`src/rtl/alu_slice_seq.sv`:
```
// Nibble-serial 74181-style ALU: one 4-bit slice per cycle, valid/ready handshakes
// on both sides, flags (carry, overflow, A==B, zero) accumulated across slices.
module alu_slice_seq #(
  parameter int unsigned WIDTH = 8
) (
  input  logic             clk,
  input  logic             rst_n,
  input  logic [WIDTH-1:0] a,
  input  logic [WIDTH-1:0] b,
  input  logic [3:0]       s,
  input  logic             m,
  input  logic             c_in,
  input  logic             in_valid,
  output logic             in_ready,
  output logic             out_valid,
  input  logic             out_ready,
  output logic [WIDTH-1:0] f,
  output logic             c_out,
  output logic             ovf,
  output logic             a_eq_b,
  output logic             zero
);

  localparam int unsigned NIB = WIDTH / 4;
  localparam int unsigned KW  = (NIB > 1) ? $clog2(NIB) : 1;
  localparam logic [KW-1:0] K_LAST = KW'(NIB - 1);

  typedef enum logic [1:0] {IDLE, RUN, DONE} state_e;

  state_e           state_q, state_d;
  logic [KW-1:0]    k_q, k_d;
  logic [WIDTH-1:0] a_q, a_d, b_q, b_d;
  logic [3:0]       s_q, s_d;
  logic             m_q, m_d;
  logic             cy_q, cy_d;
  logic [WIDTH-1:0] acc_q, acc_d;
  logic             eq_q, eq_d, zr_q, zr_d;
  logic [WIDTH-1:0] f_q, f_d;
  logic             c_out_q, c_out_d, ovf_q, ovf_d;
  logic             a_eq_b_q, a_eq_b_d, zero_q, zero_d;
  logic             in_ready_q, in_ready_d, out_valid_q, out_valid_d;

  logic [3:0] an, bn, p, q, lnib, nib;
  logic [4:0] sum5;
  logic       c3, cout_s;

  // Current slice: logic function and adder operands selected by s
  always_comb begin
    an = a_q[{k_q, 2'b00} +: 4];
    bn = b_q[{k_q, 2'b00} +: 4];
    p    = an;
    q    = 4'h0;
    lnib = 4'h0;
    case (s_q)
      4'h0: begin lnib = ~an;        p = an;        q = 4'h0;     end
      4'h1: begin lnib = ~(an | bn); p = an | bn;   q = 4'h0;     end
      4'h2: begin lnib = ~an & bn;   p = an | ~bn;  q = 4'h0;     end
      4'h3: begin lnib = 4'h0;       p = 4'hF;      q = 4'h0;     end
      4'h4: begin lnib = ~(an & bn); p = an;        q = an & ~bn; end
      4'h5: begin lnib = ~bn;        p = an | bn;   q = an & ~bn; end
      4'h6: begin lnib = an ^ bn;    p = an;        q = ~bn;      end
      4'h7: begin lnib = an & ~bn;   p = an & ~bn;  q = 4'hF;     end
      4'h8: begin lnib = ~an | bn;   p = an;        q = an & bn;  end
      4'h9: begin lnib = ~(an ^ bn); p = an;        q = bn;       end
      4'hA: begin lnib = bn;         p = an | ~bn;  q = an & bn;  end
      4'hB: begin lnib = an & bn;    p = an & bn;   q = 4'hF;     end
      4'hC: begin lnib = 4'hF;       p = an;        q = an;       end
      4'hD: begin lnib = an | ~bn;   p = an | bn;   q = an;       end
      4'hE: begin lnib = an | bn;    p = an | ~bn;  q = an;       end
      default: begin lnib = an;      p = an;        q = 4'hF;     end
    endcase
    sum5   = 5'(p) + 5'(q) + 5'(cy_q);
    c3     = p[3] ^ q[3] ^ sum5[3];
    nib    = m_q ? lnib : sum5[3:0];
    cout_s = m_q ? 1'b0 : sum5[4];
  end

  // Next-state and registered-output logic
  always_comb begin
    state_d     = state_q;
    k_d         = k_q;
    a_d         = a_q;
    b_d         = b_q;
    s_d         = s_q;
    m_d         = m_q;
    cy_d        = cy_q;
    acc_d       = acc_q;
    eq_d        = eq_q;
    zr_d        = zr_q;
    f_d         = f_q;
    c_out_d     = c_out_q;
    ovf_d       = ovf_q;
    a_eq_b_d    = a_eq_b_q;
    zero_d      = zero_q;
    case (state_q)
      IDLE: begin
        if (in_valid) begin
          a_d     = a;
          b_d     = b;
          s_d     = s;
          m_d     = m;
          cy_d    = c_in;
          k_d     = '0;
          eq_d    = 1'b1;
          zr_d    = 1'b1;
          state_d = RUN;
        end
      end
      RUN: begin
        acc_d[{k_q, 2'b00} +: 4] = nib;
        cy_d = cout_s;
        eq_d = eq_q & (an == bn);
        zr_d = zr_q & (nib == 4'h0);
        k_d  = k_q + KW'(1);
        if (k_q == K_LAST) begin
          state_d  = DONE;
          k_d      = '0;
          f_d      = acc_d;
          c_out_d  = cout_s;
          ovf_d    = m_q ? 1'b0 : (c3 ^ sum5[4]);
          a_eq_b_d = eq_d;
          zero_d   = zr_d;
        end
      end
      DONE: begin
        if (out_ready) state_d = IDLE;
      end
      default: state_d = IDLE;
    endcase
    in_ready_d  = (state_d == IDLE);
    out_valid_d = (state_d == DONE);
  end

  always_ff @(posedge clk or negedge rst_n) begin
    if (!rst_n) begin
      state_q     <= IDLE;
      k_q         <= '0;
      a_q         <= '0;
      b_q         <= '0;
      s_q         <= '0;
      m_q         <= 1'b0;
      cy_q        <= 1'b0;
      acc_q       <= '0;
      eq_q        <= 1'b0;
      zr_q        <= 1'b0;
      f_q         <= '0;
      c_out_q     <= 1'b0;
      ovf_q       <= 1'b0;
      a_eq_b_q    <= 1'b0;
      zero_q      <= 1'b0;
      in_ready_q  <= 1'b1;
      out_valid_q <= 1'b0;
    end else begin
      state_q     <= state_d;
      k_q         <= k_d;
      a_q         <= a_d;
      b_q         <= b_d;
      s_q         <= s_d;
      m_q         <= m_d;
      cy_q        <= cy_d;
      acc_q       <= acc_d;
      eq_q        <= eq_d;
      zr_q        <= zr_d;
      f_q         <= f_d;
      c_out_q     <= c_out_d;
      ovf_q       <= ovf_d;
      a_eq_b_q    <= a_eq_b_d;
      zero_q      <= zero_d;
      in_ready_q  <= in_ready_d;
      out_valid_q <= out_valid_d;
    end
  end

  assign in_ready  = in_ready_q;
  assign out_valid = out_valid_q;
  assign f         = f_q;
  assign c_out     = c_out_q;
  assign ovf       = ovf_q;
  assign a_eq_b    = a_eq_b_q;
  assign zero      = zero_q;

endmodule

```
`config.mk`:
```
export PLATFORM = sky130hd
export DESIGN_NAME = alu_slice_seq
export DESIGN_NICKNAME = d
export VERILOG_FILES = /design/src/rtl/alu_slice_seq.sv
export SDC_FILE = /design/constraint.sdc
export NUM_CORES = 1
export LEC_CHECK = 0
export CAP_MARGIN = 30
export CORE_MARGIN = 4
export CORE_UTILIZATION = 50
export CTS_CLUSTER_DIAMETER = 30
export CTS_CLUSTER_SIZE = 12
export DETAILED_ROUTE_END_ITERATION = 12
export PLACE_DENSITY_LB_ADDON = 0.08
export SYNTH_ARGS = -nofsm -noshare
export SYNTH_HDL_FRONTEND = slang
export SYNTH_SLANG_ARGS = --single-unit
```
`constraint.sdc`:
```
create_clock -name clk -period 9.2 [get_ports clk]
set_input_delay 1.84 -clock clk [delete_from_list [all_inputs] [get_ports clk]]
set_output_delay 1.84 -clock clk [all_outputs]
set_load 0.01 [all_outputs]
```
* Word-level counts from Yosys, hierarchy flattened
Index checks and enable logic that the tools add are counted.
Word-level totals: memory bits (read-only) 0, latch bits 0, output and inout bits 14, word-level logic and storage cells 94, register bits after elaboration 49, memory bits (writable) 0, input bits 26, memories kept 0
Operators by class: $lt $le $gt $ge 0, bitwise operators 17, muxes and demuxes 19, $mul 0, shifts and indexed selects 4, reductions and logical operators 14, equality and inequality tests 19, add/subtract/negate cells 4, div/mod/pow operators 0
Operators by type and width (count):
- 4-bit one-hot mux with 15 select lines | 1
- 4-bit == test, second input constant | 7
- 4-bit one-hot mux with 6 select lines | 1
- 4-bit inverter | 5
- 4-bit one-hot mux with 5 select lines | 1
- 4-bit by 3-bit == test with 1-bit output, second input constant | 4
- 8-bit by 4-bit indexed part select with 4-bit output | 2
- 4-bit AND | 3
- 4-bit OR | 3
- 3-bit OR reduction | 3
- 8-bit bitwise mux | 1
- 4-bit by 2-bit == test with 1-bit output, second input constant | 2
- 4-bit logical NOT | 2
- 1-bit one-hot mux with 2 select lines | 4
- 4-bit by 5-bit variable shift with 8-bit output, first input constant | 1
- 4-bit by 5-bit indexed part select with 8-bit output | 1
- 1-bit two-way mux | 6
- 2-bit two-way mux | 3
- 2-bit one-hot mux with 3 select lines | 1
- 2-bit AND reduction | 3
- 4-bit by 4-bit adder with 5-bit output | 1
- 5-bit by 1-bit adder with 5-bit output | 1
- 3-bit negator with 5-bit output | 1
- 2-bit == test, second input constant | 2
- 13 further kinds | 18

* Logic depth before layout (Yosys ltp)
depth after elaboration 10, gate-level depth with buffers 16, mapped depth without buffers 15

* Worst setup path before layout
Ideal clock, no wire load.
path kind register to register, start point register k_q, end point register zero_q (netlist: zero), library setup time 0.092 ns, period minus slack after synthesis 3.641 ns, arrival 3.549 ns, required time 9.108 ns, buffers on the path 1, cell stages (with the launch flop) 17, path slack 5.559 ns, cells stage by stage dfrtp_1 > buf_6 > mux2i_1 > inv_1 > ha_1 > inv_1 > nand4_1 > o31ai_1 > o32ai_1 > fa_1 > fa_1 > nor2_1 > a21oi_1 > nand4b_1 > o31a_1 > a2111o_1 > o31ai_2
Between the ends: longest elaborated chain between the ends 9, elaborated cells between the ends (all ways) 23, those cells by class add/sub (2); shift (2); mux (4); bitwise (13); reduce/logical (2)
RTL lines:
- start, declared | line 31 | logic [KW-1:0] k_q, k_d;
- start signal, assigned | line 155 | k_q <= k_d;
- 8-bit by 4-bit indexed part select with 4-bit output | line 50 | bn = b_q[{k_q, 2'b00} +: 4];
- 4-bit inverter
- 4-bit AND / 4-bit OR (equally long branches)
- 4-bit one-hot mux with 6 select lines / 4-bit one-hot mux with 5 select lines (equally long branches) | line 54 | case (s_q)
- 4-bit by 4-bit adder with 5-bit output | line 72 | sum5 = 5'(p) + 5'(q) + 5'(cy_q);
- 5-bit by 1-bit adder with 5-bit output | line 72
- 4-bit two-way mux | line 74 | nib = m_q ? lnib : sum5[3:0];
- 4-bit logical NOT | line 113 | zr_d = zr_q & (nib == 4'h0);
- 1-bit AND | line 113
- end signal, assigned | line 168 | zero_q <= zero_d;
- end, declared | line 40 | logic a_eq_b_q, a_eq_b_d, zero_q, zero_d;
Parallel ways exist; a longest one is shown, timed or not. A chain may end at the register's enable or synchronous reset.

* Worst setup path after layout
start point register s_q[2], end point register zero_q (netlist: zero)
Between the ends: longest elaborated chain between the ends 8, elaborated cells between the ends (all ways) 29, those cells by class add/sub (2); eq/ne (14); mux (4); bitwise (1); reduce/logical (8)
RTL lines:
- start, declared | line 33 | logic [3:0] s_q, s_d;
- start signal, assigned | line 140 | s_q <= '0;
- start signal, assigned | line 158 | s_q <= s_d;
- 4-bit by 2-bit == test with 1-bit output, or another cell as far along | line 54
- 4-bit OR reduction (no source line), or another cell as far along
- 4-bit one-hot mux with 6 select lines / 4-bit one-hot mux with 5 select lines (equally long branches) | line 54
- 4-bit by 4-bit adder with 5-bit output | line 72
- 5-bit by 1-bit adder with 5-bit output | line 72
- 4-bit two-way mux * | line 74
- 4-bit logical NOT * | line 113
- 1-bit AND * | line 113
Mark *: on every way between the ends. The rest lies on a longest branch, timed or not.

==> summary.txt <==
Status
  – Status: complete, no violations

CTS
  – Clk buf depth: 2
  – Clock Root Buffer: clkbuf_8
  – H-tree levels: 2
  – Sink Count: 45
  – Worst-path clk slew: around 0.090 ns
  – Worst skew pair latency: just over 0.3 ns
  – Post-CTS setup buffers: 0
  – Hold_buf cts: 0
  – TritonCTS clock tree: built
  – Post-CTS sizing: 0
  – CTS Buf Count: 5

Worst setup path
  – Max FO, Critical Path: 29
  – Worst Reg2Reg Path Length in Cells: 12
  – Critical path arrival: 4.48 ns
  – Crit Path Class: reg2reg
  – Slowest CP cell: dfrtp_1
  – R2r setup slk: 4.94 ns
  – CP Launch Type: flop
  – Crit path cell chain: inv_1, o21ai_0, a22o_1, o32ai_1, fa_1, fa_1, nor2_1, a21oi_1, nand4b_1, o31a_1, a2111o_1, o31ai_2
  – FF-to-FF Start: s_q[2]
  – Most frequent CP cell: fa_1
  – CP peak stage delay: 0.91 ns
  – CP endpoint kind: flop
  – Req. time, crit path: 9.42 ns
  – FF-to-FF End: zero

Die
  – DIE WIDTH: 88.7 um
  – Die area: 7870 um2
  – Die height: 88.7 um
  – Top Ports: 40
  – Core Area: roughly 6300 um2
  – Initial Utilization: 51.3%
  – Row cnt: 29

Timing
  – Slew HR: 43.0%
  – Tightest Pin Transition: 0.855 ns
  – Fin. Hold Viols: 0
  – Max Slew Vio Count: 0
  – Post-Route Setup TNS: 0 ns
  – Unrepaired setup endpoints after global routing: false
  – Skew final: 0.0106 ns
  – Fin crit share: 46.3%
  – Fin crit period: 4.26 ns
  – Setup violators final: 0
  – FMAX: 0.235 GHz

Global route
  – Grt ovf: 0
  – First-pass GRT wire length: 13.5 mm
  – Initial antenna violation count: 0
  – GRT Total Usage: 22.2%
  – Largest net degree at the start of global routing: 41
  – Number of global-route vias before repair: 2,751

Yosys
  – Largest family of logic cells by synthesized area: compound AO/OA/AOI/OAI gates
  – FF+latch count, synth: 45
  – Cells after Synth: about 360
  – Synth top area cells: dfrtp_1, ha_1, mux2_2
  – Synth top cells by count: dfrtp_1, nand2_1, o21ai_0
  – EDFF count, synth: 0
  – Synth warnings: 0
  – Most common cell in the netlist: dfrtp_1
  – Area leader, netlist: dfrtp_1
  – Top_reg_cell synth: dfrtp_1
  – Post-Synth XOR/XNOR Area: roughly 1.1%
  – Post-synthesis compound-gate area fraction: 22.3%
  – Post-synth ARST share: 100%
  – Mux cell area share after synthesis: 9.75%
  – Synthesized area: 3260 um2
  – Syn_nets: ~400
  – Sequential area share after synthesis: 34.6%
  – Yosys top cell area share: 33.8%
  – Synth cell types: between 60 and 70
  – Synth Area in Simple Gates: 17.5%
  – Post-synthesis adder-cell area fraction: 8.53%
  – Mapped Avg Cell Area: 9.15 um2

Run
  – Max Cap Violations: 0

Worst hold path
  – HP Class: reg2reg
  – Hold depth: 2
  – Worst hold start: acc_q[1]
  – Hold Crit Endpoint: f[1]

Route
  – Initial DRC Count: about 350
  – Drc violations: 0
  – Wire per inst: between 15 and 20 um
  – Final WL: around 8.1 mm
  – DR vias: ~2.9k
  – Vias/cell: 6.20
  – Post-route ant nets: 0
  – Pre-Repair DR Iteration Count: 5

Cells and area
  – Final nets: 429
  – Non-Filler Instances: 460
  – Share of cells above drive strength 1: 12.0%
  – Diode count: 0
  – Fill cells: 576
  – Final design utilization: 59.1%
  – Area Growth Syn to Fin: 15.1%

Placed design
  – Buffers on Ports: 39
  – Count of placed standard cells including taps: 452
  – GPL Wtd Cong: just under 1
  – HPWL after DPL: 5.85 mm
## kinds of logic (layout without fill, tap and decap cells)
logic type,count (synthesis),after routing
AOI/OAI and AO/OA,106,106
adders and majority gates,21,21
buffers and inverters,44,71
and+or+nand+nor,108,108
muxes,28,28
xor gates and xnor gates,4,4
DFF,45,45
## flip-flops by register name (all words and copies together), names as in the netlist
register / flops
acc_q: 4
c_out: 1
b_q: 8
s_q: 4
k_q: 1
a_q: 8
in_ready: 1
zero: 1
ovf: 1
zr_q: 1
out_valid: 1
a_eq_b: 1
eq_q: 1
state_q: 2
cy_q: 1
m_q: 1
f: 8
## worst max path at each step
stage / start / depth (start not counted) / end
after global placement: s_q[2] / 12 / zero
after detailed placement: k_q / 15 / zero
final: s_q[2] / 12 / zero
after CTS: k_q / 15 / zero
after floorplan: k_q / 16 / zero
after global routing: k_q / 15 / zero
## placed cells by master, fill, tap and decap left out, drive strengths merged, types with 3 or more instances in the layout
| cell type | count |
|---|---|
| o2111ai | 3 |
| o211ai | 3 |
| nand3 | 3 |
| o32a | 3 |
| ha | 19 |
| o22a | 3 |
| nand2 | 41 |
| clkbuf | 5 |
| nand4 | 3 |
| o22ai | 3 |
| buf | 7 |
| clkdlybuf4s50 | 38 |
| o31ai | 8 |
| nand3b | 4 |
| mux2i | 7 |
| nor2 | 17 |
| nor2b | 6 |
| a22oi | 5 |
| mux2 | 21 |
| nand2b | 8 |
| nor3b | 6 |
| inv | 18 |
| nor3 | 5 |
| o221ai | 4 |
| or3 | 3 |
| xnor2 | 3 |
| a32oi | 3 |
| dfrtp | 44 |
| o21ai | 35 |
| a21oi | 16 |
| nor4bb | 4 |
## per-stage QoR
stage | setup slack (ns) | hold WS [ns] | area, um2
after global routing | 4.65 | 0.512 | 3750
after floorplan | 5.56 | 0.439 | 3260
after global placement | 5.20 | 0.455 | 3630
final | 4.94 | 0.483 | 3750
after CTS | 5.01 | 0.487 | 3750
after detailed placement | 5.04 | 0.465 | 3660
## critical path, delay by kind of cell, from the launching register on
family / cells / cell delay, ns
AOI/OAI and AO/OA: 7 / 1.63
adders and majority gates: 2 / 1.00
buffers and inverters: 1 / 0.44
DFF: 1 / 0.91
and+or+nand+nor: 2 / 0.19
## layout make-up
cell class | count | area (um2) | share of cell area, %
multi-input cells | 267 | 1930 | 51.4
flip-flops and latches | 45 | 1130 | 30.1
inverters | 18 | 67.6 | 1.80
well taps | 77 | 96.3 | 2.57
repair buffers | 45 | 440 | 11.7
clock inverters | 3 | 21.3 | 0.567
clock buffers | 5 | 68.8 | 1.84
## metal layers
metal | vias up | part of all wire [%] | track usage, %
li1 | 1355 | - | -
met1 | 1337 | 47 | 32.0
met2 | 133 | 44 | 33.1
met3 | 28 | 6.4 | 3.72
met4 | 0 | 3.3 | 9.07
met5 | - | 0 | 0
Power is left out: the tool's default activity adds up to more than one toggle a clock period on the data nets, which glitch-free logic cannot reach.
